--- src/rtl/read_file_pkg.sv ---
// Shared constants and types for the read_file register file.
package read_file_pkg;

    localparam int WIDTH  = 32;
    localparam int ADDR_W = 5;
    localparam int DEPTH  = 32;

    typedef logic [WIDTH-1:0]  word_t;
    typedef logic [ADDR_W-1:0] addr_t;

endpackage : read_file_pkg

--- src/rtl/read_file_rf_read_mux.sv ---
// DEPTH:1 read multiplexer selecting one WIDTH-bit word from the storage array.
module rf_read_mux
    import read_file_pkg::*;
#(
    parameter int WIDTH  = read_file_pkg::WIDTH,
    parameter int ADDR_W = read_file_pkg::ADDR_W,
    parameter int DEPTH  = read_file_pkg::DEPTH
) (
    input  logic [DEPTH-1:0][WIDTH-1:0] data_i,
    input  logic [ADDR_W-1:0]           sel_i,
    output logic [WIDTH-1:0]            dout_o
);

    logic [WIDTH-1:0] dout_s;

    // Combinational word select; every address is in range since DEPTH == 2**ADDR_W.
    always_comb begin
        dout_s = data_i[sel_i];
    end

    assign dout_o = dout_s;

endmodule : rf_read_mux

--- src/rtl/read_file.sv ---
// Two-read, one-write register file. Entries reset to their own index and
// are read combinationally; writes land on the rising clock edge.
module read_file
    import read_file_pkg::*;
#(
    parameter int WIDTH  = read_file_pkg::WIDTH,
    parameter int ADDR_W = read_file_pkg::ADDR_W,
    parameter int DEPTH  = read_file_pkg::DEPTH
) (
    input  logic              clk,
    input  logic              rst_n,
    input  logic [ADDR_W-1:0] inp1,
    input  logic [ADDR_W-1:0] inp2,
    output logic [WIDTH-1:0]  Zout1,
    output logic [WIDTH-1:0]  Zout2,
    input  logic              we,
    input  logic [ADDR_W-1:0] waddr,
    input  logic [WIDTH-1:0]  wdata
);

    logic [DEPTH-1:0][WIDTH-1:0] mem_q;
    logic [DEPTH-1:0][WIDTH-1:0] mem_d;
    logic [WIDTH-1:0]            rd1_s;
    logic [WIDTH-1:0]            rd2_s;

    // Next-state of the array: only the addressed word changes when writing.
    always_comb begin
        mem_d = mem_q;
        if (we == 1'b1) begin
            mem_d[waddr] = wdata;
        end else begin
            mem_d = mem_q;
        end
    end

    // Storage: async reset loads the index pattern and overrides any write.
    always_ff @(posedge clk or negedge rst_n) begin
        if (!rst_n) begin
            for (int i = 0; i < DEPTH; i++) begin
                mem_q[i] <= WIDTH'(i);
            end
        end else begin
            mem_q <= mem_d;
        end
    end

    rf_read_mux #(
        .WIDTH  (WIDTH),
        .ADDR_W (ADDR_W),
        .DEPTH  (DEPTH)
    ) u_rd1_mux (
        .data_i (mem_q),
        .sel_i  (inp1),
        .dout_o (rd1_s)
    );

    rf_read_mux #(
        .WIDTH  (WIDTH),
        .ADDR_W (ADDR_W),
        .DEPTH  (DEPTH)
    ) u_rd2_mux (
        .data_i (mem_q),
        .sel_i  (inp2),
        .dout_o (rd2_s)
    );

    // Read data goes straight out: zero-latency reads, no write bypass.
    assign Zout1 = rd1_s;
    assign Zout2 = rd2_s;

endmodule : read_file

--- config.mk ---
export PLATFORM = sky130hd
export DESIGN_NAME = read_file
export DESIGN_NICKNAME = d
export VERILOG_FILES = /design/src/rtl/read_file_pkg.sv /design/src/rtl/read_file_rf_read_mux.sv /design/src/rtl/read_file.sv
export SDC_FILE = /design/constraint.sdc
export NUM_CORES = 2
export LEC_CHECK = 0
export CORE_MARGIN = 2
export CORE_UTILIZATION = 55
export DETAILED_ROUTE_END_ITERATION = 10
export PLACE_DENSITY = 0.72
export SETUP_SLACK_MARGIN = 0.5
export SLEW_MARGIN = 10
export SYNTH_ARGS = -nofsm -noshare
export SYNTH_HDL_FRONTEND = slang
export SYNTH_SLANG_ARGS = --single-unit
--- constraint.sdc ---
create_clock -name clk -period 6.08 [get_ports clk]
set_clock_uncertainty 0.1 [all_clocks]
set_input_delay 1.824 -clock clk [delete_from_list [all_inputs] [get_ports clk]]
set_output_delay 1.824 -clock clk [all_outputs]
set_load 0.01 [all_outputs]
## After elaboration in Yosys (flattened, before gate mapping)

Index checks and enable logic that the tools add are counted.

- Logic and storage cells: 44
- Bits of input ports: 50
- Memories kept: 0
- Bits in read-only memories: 0
- Latch bits: 0
- RAM bits: 0
- Register bits: 1,024

- Reduce and logical (&&, ||, !) cells: 1
- Bitwise logic cells: 0
- Eq/ne operators: 0
- Multiplexer cells: 7
- Multiply operators: 0
- Shifts and indexed selects: 0
- Divide/modulo/power cells: 0
- Magnitude comparators: 4
- Add/subtract/negate cells: 0

Operators by type and width:

| operator | number |
|---|---|
| bitwise mux 1024 bit | 1 |
| binary-select mux 32 bit (select 5 bit) | 2 |
| demux 32 bit (select 5 bit) | 1 |
| 2-to-1 mux 32 bit | 3 |
| less-than comparator 5 x 6 -> 1 bit, second input constant | 3 |
| greater-or-equal comparator 5 x 1 -> 1 bit, second input constant | 1 |
| logical AND 1 bit | 1 |

## Logic depth before layout (Yosys ltp)

- Depth after elaboration: 5
- Gate-level depth with buffers: 8

## By module

From an unflattened synthesis, not the netlist that was laid out.

- Cell total of the unflattened synthesis: 4,607
- Area total of the unflattened synthesis: 56,168.9 sq um

By module, submodules not included:

| module | times used | sequential area each (sq um) | cells an instance | area each (sq um) |
|---|---|---|---|---|
| read_file | 1 | 25,724.7 | 2,291 | 38,394.3 |
| rf_read_mux | 2 | 0.0 | 1,158 | 8,887.3 |

## Worst setup path after synthesis

Ideal clock, no wire load.

- Path kind: input-to-output
- Start point: input inp1[1]
- End point: output Zout1[10]
- Data arrival time: 3.059 ns
- Path slack: 1.097 ns
- Cell stages on the path: 7
- Cells stage by stage: buf_2 buf_2 buf_2 mux2i_1 a22oi_1 a31oi_1 nand3_1

- Longest elaborated chain between the ends: 2

RTL lines:

| item | line | RTL |
|---|---|---|
| from (decl) | read_file.sv:12 | `input logic [ADDR_W-1:0] inp1,` |
| binary-select mux 32 bit (select 5 bit) | read_file_rf_read_mux.sv:18 | `dout_s = data_i[sel_i];` |
| 2-to-1 mux 32 bit (implied by the code) | read_file_rf_read_mux.sv:18 |  |
| to (decl) | read_file.sv:14 | `output logic [WIDTH-1:0] Zout1,` |

Every way passes these cells. The select of a mux whose other input is x is not followed.

## Worst setup path after layout

- Start point: input inp2[1]
- End point: output Zout2[0]

- Longest elaborated chain between the ends: 2

RTL lines:

| item | line | RTL |
|---|---|---|
| from (decl) | read_file.sv:13 | `input logic [ADDR_W-1:0] inp2,` |
| binary-select mux 32 bit (select 5 bit) | read_file_rf_read_mux.sv:18 |  |
| 2-to-1 mux 32 bit (implied by the code) | read_file_rf_read_mux.sv:18 |  |
| to (decl) | read_file.sv:15 | `output logic [WIDTH-1:0] Zout2,` |

Every way passes these cells. The select of a mux whose other input is x is not followed.

==> impl_results.md <==
- Non-Filler Cell Area, Final: 65,800 sq um
- Layout cell share with drive strength beyond 1: 37.4%
- Max FO, Critical Path: 12
- 1st-iter DRT viols: 3,687
- Post-synthesis sequential area ratio: 46.0%
- FMAX: 181 MHz
- Worst IR Drop VDD: 267 uV
- I/O Pins: 114
- Via count: 40,556
- First-pass GRT wire length: 261,000 microns
- TritonCTS clock tree: done
- Avg Inst Size Synth: 12.1 sq um
- Remaining antenna violation count: 0
- Placed cell area: 60,500 sq um
- EDFF count, synth: 0
- Crit end category: output port
- I/O Buffers: 113
- Pin count of the biggest net entering global routing: 125
- DRT Pass-1 Iters: 5
- Yosys top cell area share: 42.3%
- Cell mode on critical path: buf_12
- Req. time, crit path: 4.16 ns
- Max reg flops: 1,024
- CP max-delay cell: dlygate4sd2_1
- Prevailing post-synth register cell: dfrtp_1
- Async SR Flop Fraction: 100%
- Yosys warns: 0
- Clock-pin slew on the worst setup and hold paths: 0.06 ns
- Initial antenna violation count: 5
- Clock root cell: clkbuf_16
- NumNets Final: 4,810
- Worst setup SP type: primary input
- Mapped Area: 55,900 sq um
- Tcrit/Tclk final: 90.9%
- Setup TNS: 0 ns
- Static Leak: 30.8 nW
- Crit path time final: 5.53 ns
- Clk sink count: 1,024
- Most frequent cells after synthesis: mux2i_1 (1,024), mux2_2 (1,006), dfrtp_1 (944)
- Vias in the first global route: 41,334
- Core ar.: 100,000 sq um
- Worst-Skew Late Latency: 0.71 ns
- Distinct cells, synth: 27
- Delay of the slowest critical-path stage: 0.32 ns
- RSZ-0062 raised after global routing: no
- DRC violations left: 0
- Setup Viol. Count Final: 0
- Final GP Congestion: 0.845
- Area delta synth->final: 17.7%
- Post-synthesis cell count: 4,605
- Leading area contributor after synthesis: dfrtp_1
- Routed wire length per instance: 28.0 microns
- CP Cell Sequence: buf_12 -> buf_16 -> buf_12 -> buf_6 -> mux2i_1 -> nand2_1 -> a31oi_2 -> nand3_1 -> dlygate4sd2_1
- Final WL: 174,000 microns
- Total track usage: 33.2%
- Die height: 323 microns
- Crit path arrival time: 3.60 ns
- Synth top area cells: dfrtp_1 (42%), mux2_2 (20%), mux2i_1 (18%)
- Worst-Margin Slew: 1.24 ns
- Status: finished clean
- HPWL Detailed: 105,000 microns
- Largest registers: mem_q: 1024 flops
- Clock buffer count from CTS: 110
- Post-Synthesis Net Count: 4,655
- Maximum clock insertion buffer count: 3
- H-tree depth: 3
- Vias per cell: 6.52
- Final Max Tran Viols: 0
- Hold Violations, Final: 0
- Row cnt: 116
- Total Die Area: 104,000 sq um
- Tot Pwr: 20.4 mW
- Initial core utilization: 55.6%
- Most common cell in the netlist: mux2i_1
- Gr ovfl total: 0
- Worst Setup Path Type: primary input to output port
- Relative slew slack: 17.0%
- #FFs+latches synth: 1,024
- Biggest register: mem_q
- Hold Path Class: register to register
- Max cap viols: 0
- Pwr per Cell Area: 311 nW/um^2
- Die X: 323 microns
- Final Core Density: 65.5%
==> final timing paths <==
| kind | start | end | slack, ns | depth (start not counted) |
|---|---|---|---|---|
| max in group asynchronous | rst_n | mem_q[1009] | 3.55 | 2 |
| setup reg to reg | mem_q[403] | mem_q[403] | 5.14 | 1 |
| min in group asynchronous | rst_n | mem_q[796] | 1.06 | 1 |
| setup / recovery | inp2[1] | Zout2[0] | 0.55 | 9 |
| hold / removal | mem_q[965] | mem_q[965] | 0.41 | 1 |
| hold reg to reg | mem_q[965] | mem_q[965] | 0.41 | 1 |
==> power breakdown <==
part	switching, mW	leakage [nW]	internal (mW)
Sequential	1.01	12.9	8.23
Clock	2.88	1.84	4.01
Combinational	1.99	16.1	2.30
==> layout by cell type (no fill, tap or decap), types with 8 or more instances in the layout <==
cell type | Yosys | routed
dfrtp_1 | 944 | 944
nor3_2 | 0 | 32
clkbuf_8 | 0 | 26
bufinv_16 | 0 | 8
nand3_2 | 0 | 12
nand3_1 | 194 | 182
clkbuf_16 | 0 | 113
clkbuf_1 | 196 | 34
mux2_1 | 18 | 18
a31oi_2 | 0 | 24
nand2_2 | 0 | 18
bufbuf_16 | 0 | 9
buf_12 | 0 | 109
a22oi_1 | 192 | 191
nor3_1 | 65 | 23
clkdlybuf4s15_1 | 0 | 11
nand2_1 | 211 | 193
mux2i_1 | 1024 | 1024
mux2_2 | 1006 | 1006
buf_2 | 163 | 26
clkinv_2 | 0 | 22
buf_4 | 63 | 220
clkdlybuf4s50_1 | 0 | 36
a22o_1 | 128 | 127
dfstp_2 | 80 | 80
a31oi_1 | 64 | 37
nor2_4 | 0 | 18
buf_16 | 0 | 14
dlygate4sd2_1 | 0 | 20
nor3_4 | 0 | 10
buf_6 | 0 | 20
a21oi_1 | 192 | 185
==> repair_timing <==
action,CTS,global route
endpoints found under the hold margin,0,0
cloned,13,3
endpoints found under the setup margin,64,51
pin swaps,47,21
buffers inserted,35,11
hold buffers,0,0
resized for setup,281,60
==> per-layer routing <==
layer	wire length, microns	track usage (%)
met1	73200	45.3
met2	80400	52.6
met3	12400	5.44
met4	7960	14.4
met5	34	0
==> per-stage QoR <==
| stage | worst slack, ns | hold WS [ns] | cells |
|---|---|---|---|
| global route | 0.507 | 0.435 | 6215 |
| global placement | -0.277 | 0.391 | 5943 |
| floorplan | 1.10 | 0.379 | 4605 |
| detailed placement | -0.304 | 0.401 | 5943 |
| finish | 0.551 | 0.414 | 6217 |
| CTS | 0.406 | 0.414 | 6199 |
==> kinds of logic after synthesis <==
| group | synth area share, % |
|---|---|
| simple gates | 4.20 |
| flops | 46.0 |
| buf+inv | 3.77 |
| compound gates | 7.02 |
| mux | 39.0 |
==> critical path, delay by kind of cell <==
| kind | cells | cell delay (ns) |
|---|---|---|
| muxes | 1 | 0.21 |
| and+or+nand+nor | 2 | 0.23 |
| buffers and inverters | 5 | 1.06 |
| AOI/OAI and AO/OA | 1 | 0.23 |
==> area by class of cell <==
cell class,count,area (sq um)
clock buffer,170,3240
fill,7623,34700
tap,1357,1700
sequential,1024,25700
multi-input combinational,3137,28800
timing repair buffer,487,5770
clock inverter,38,490
antenna,4,10.0
(Power assumes the default switching activity.)
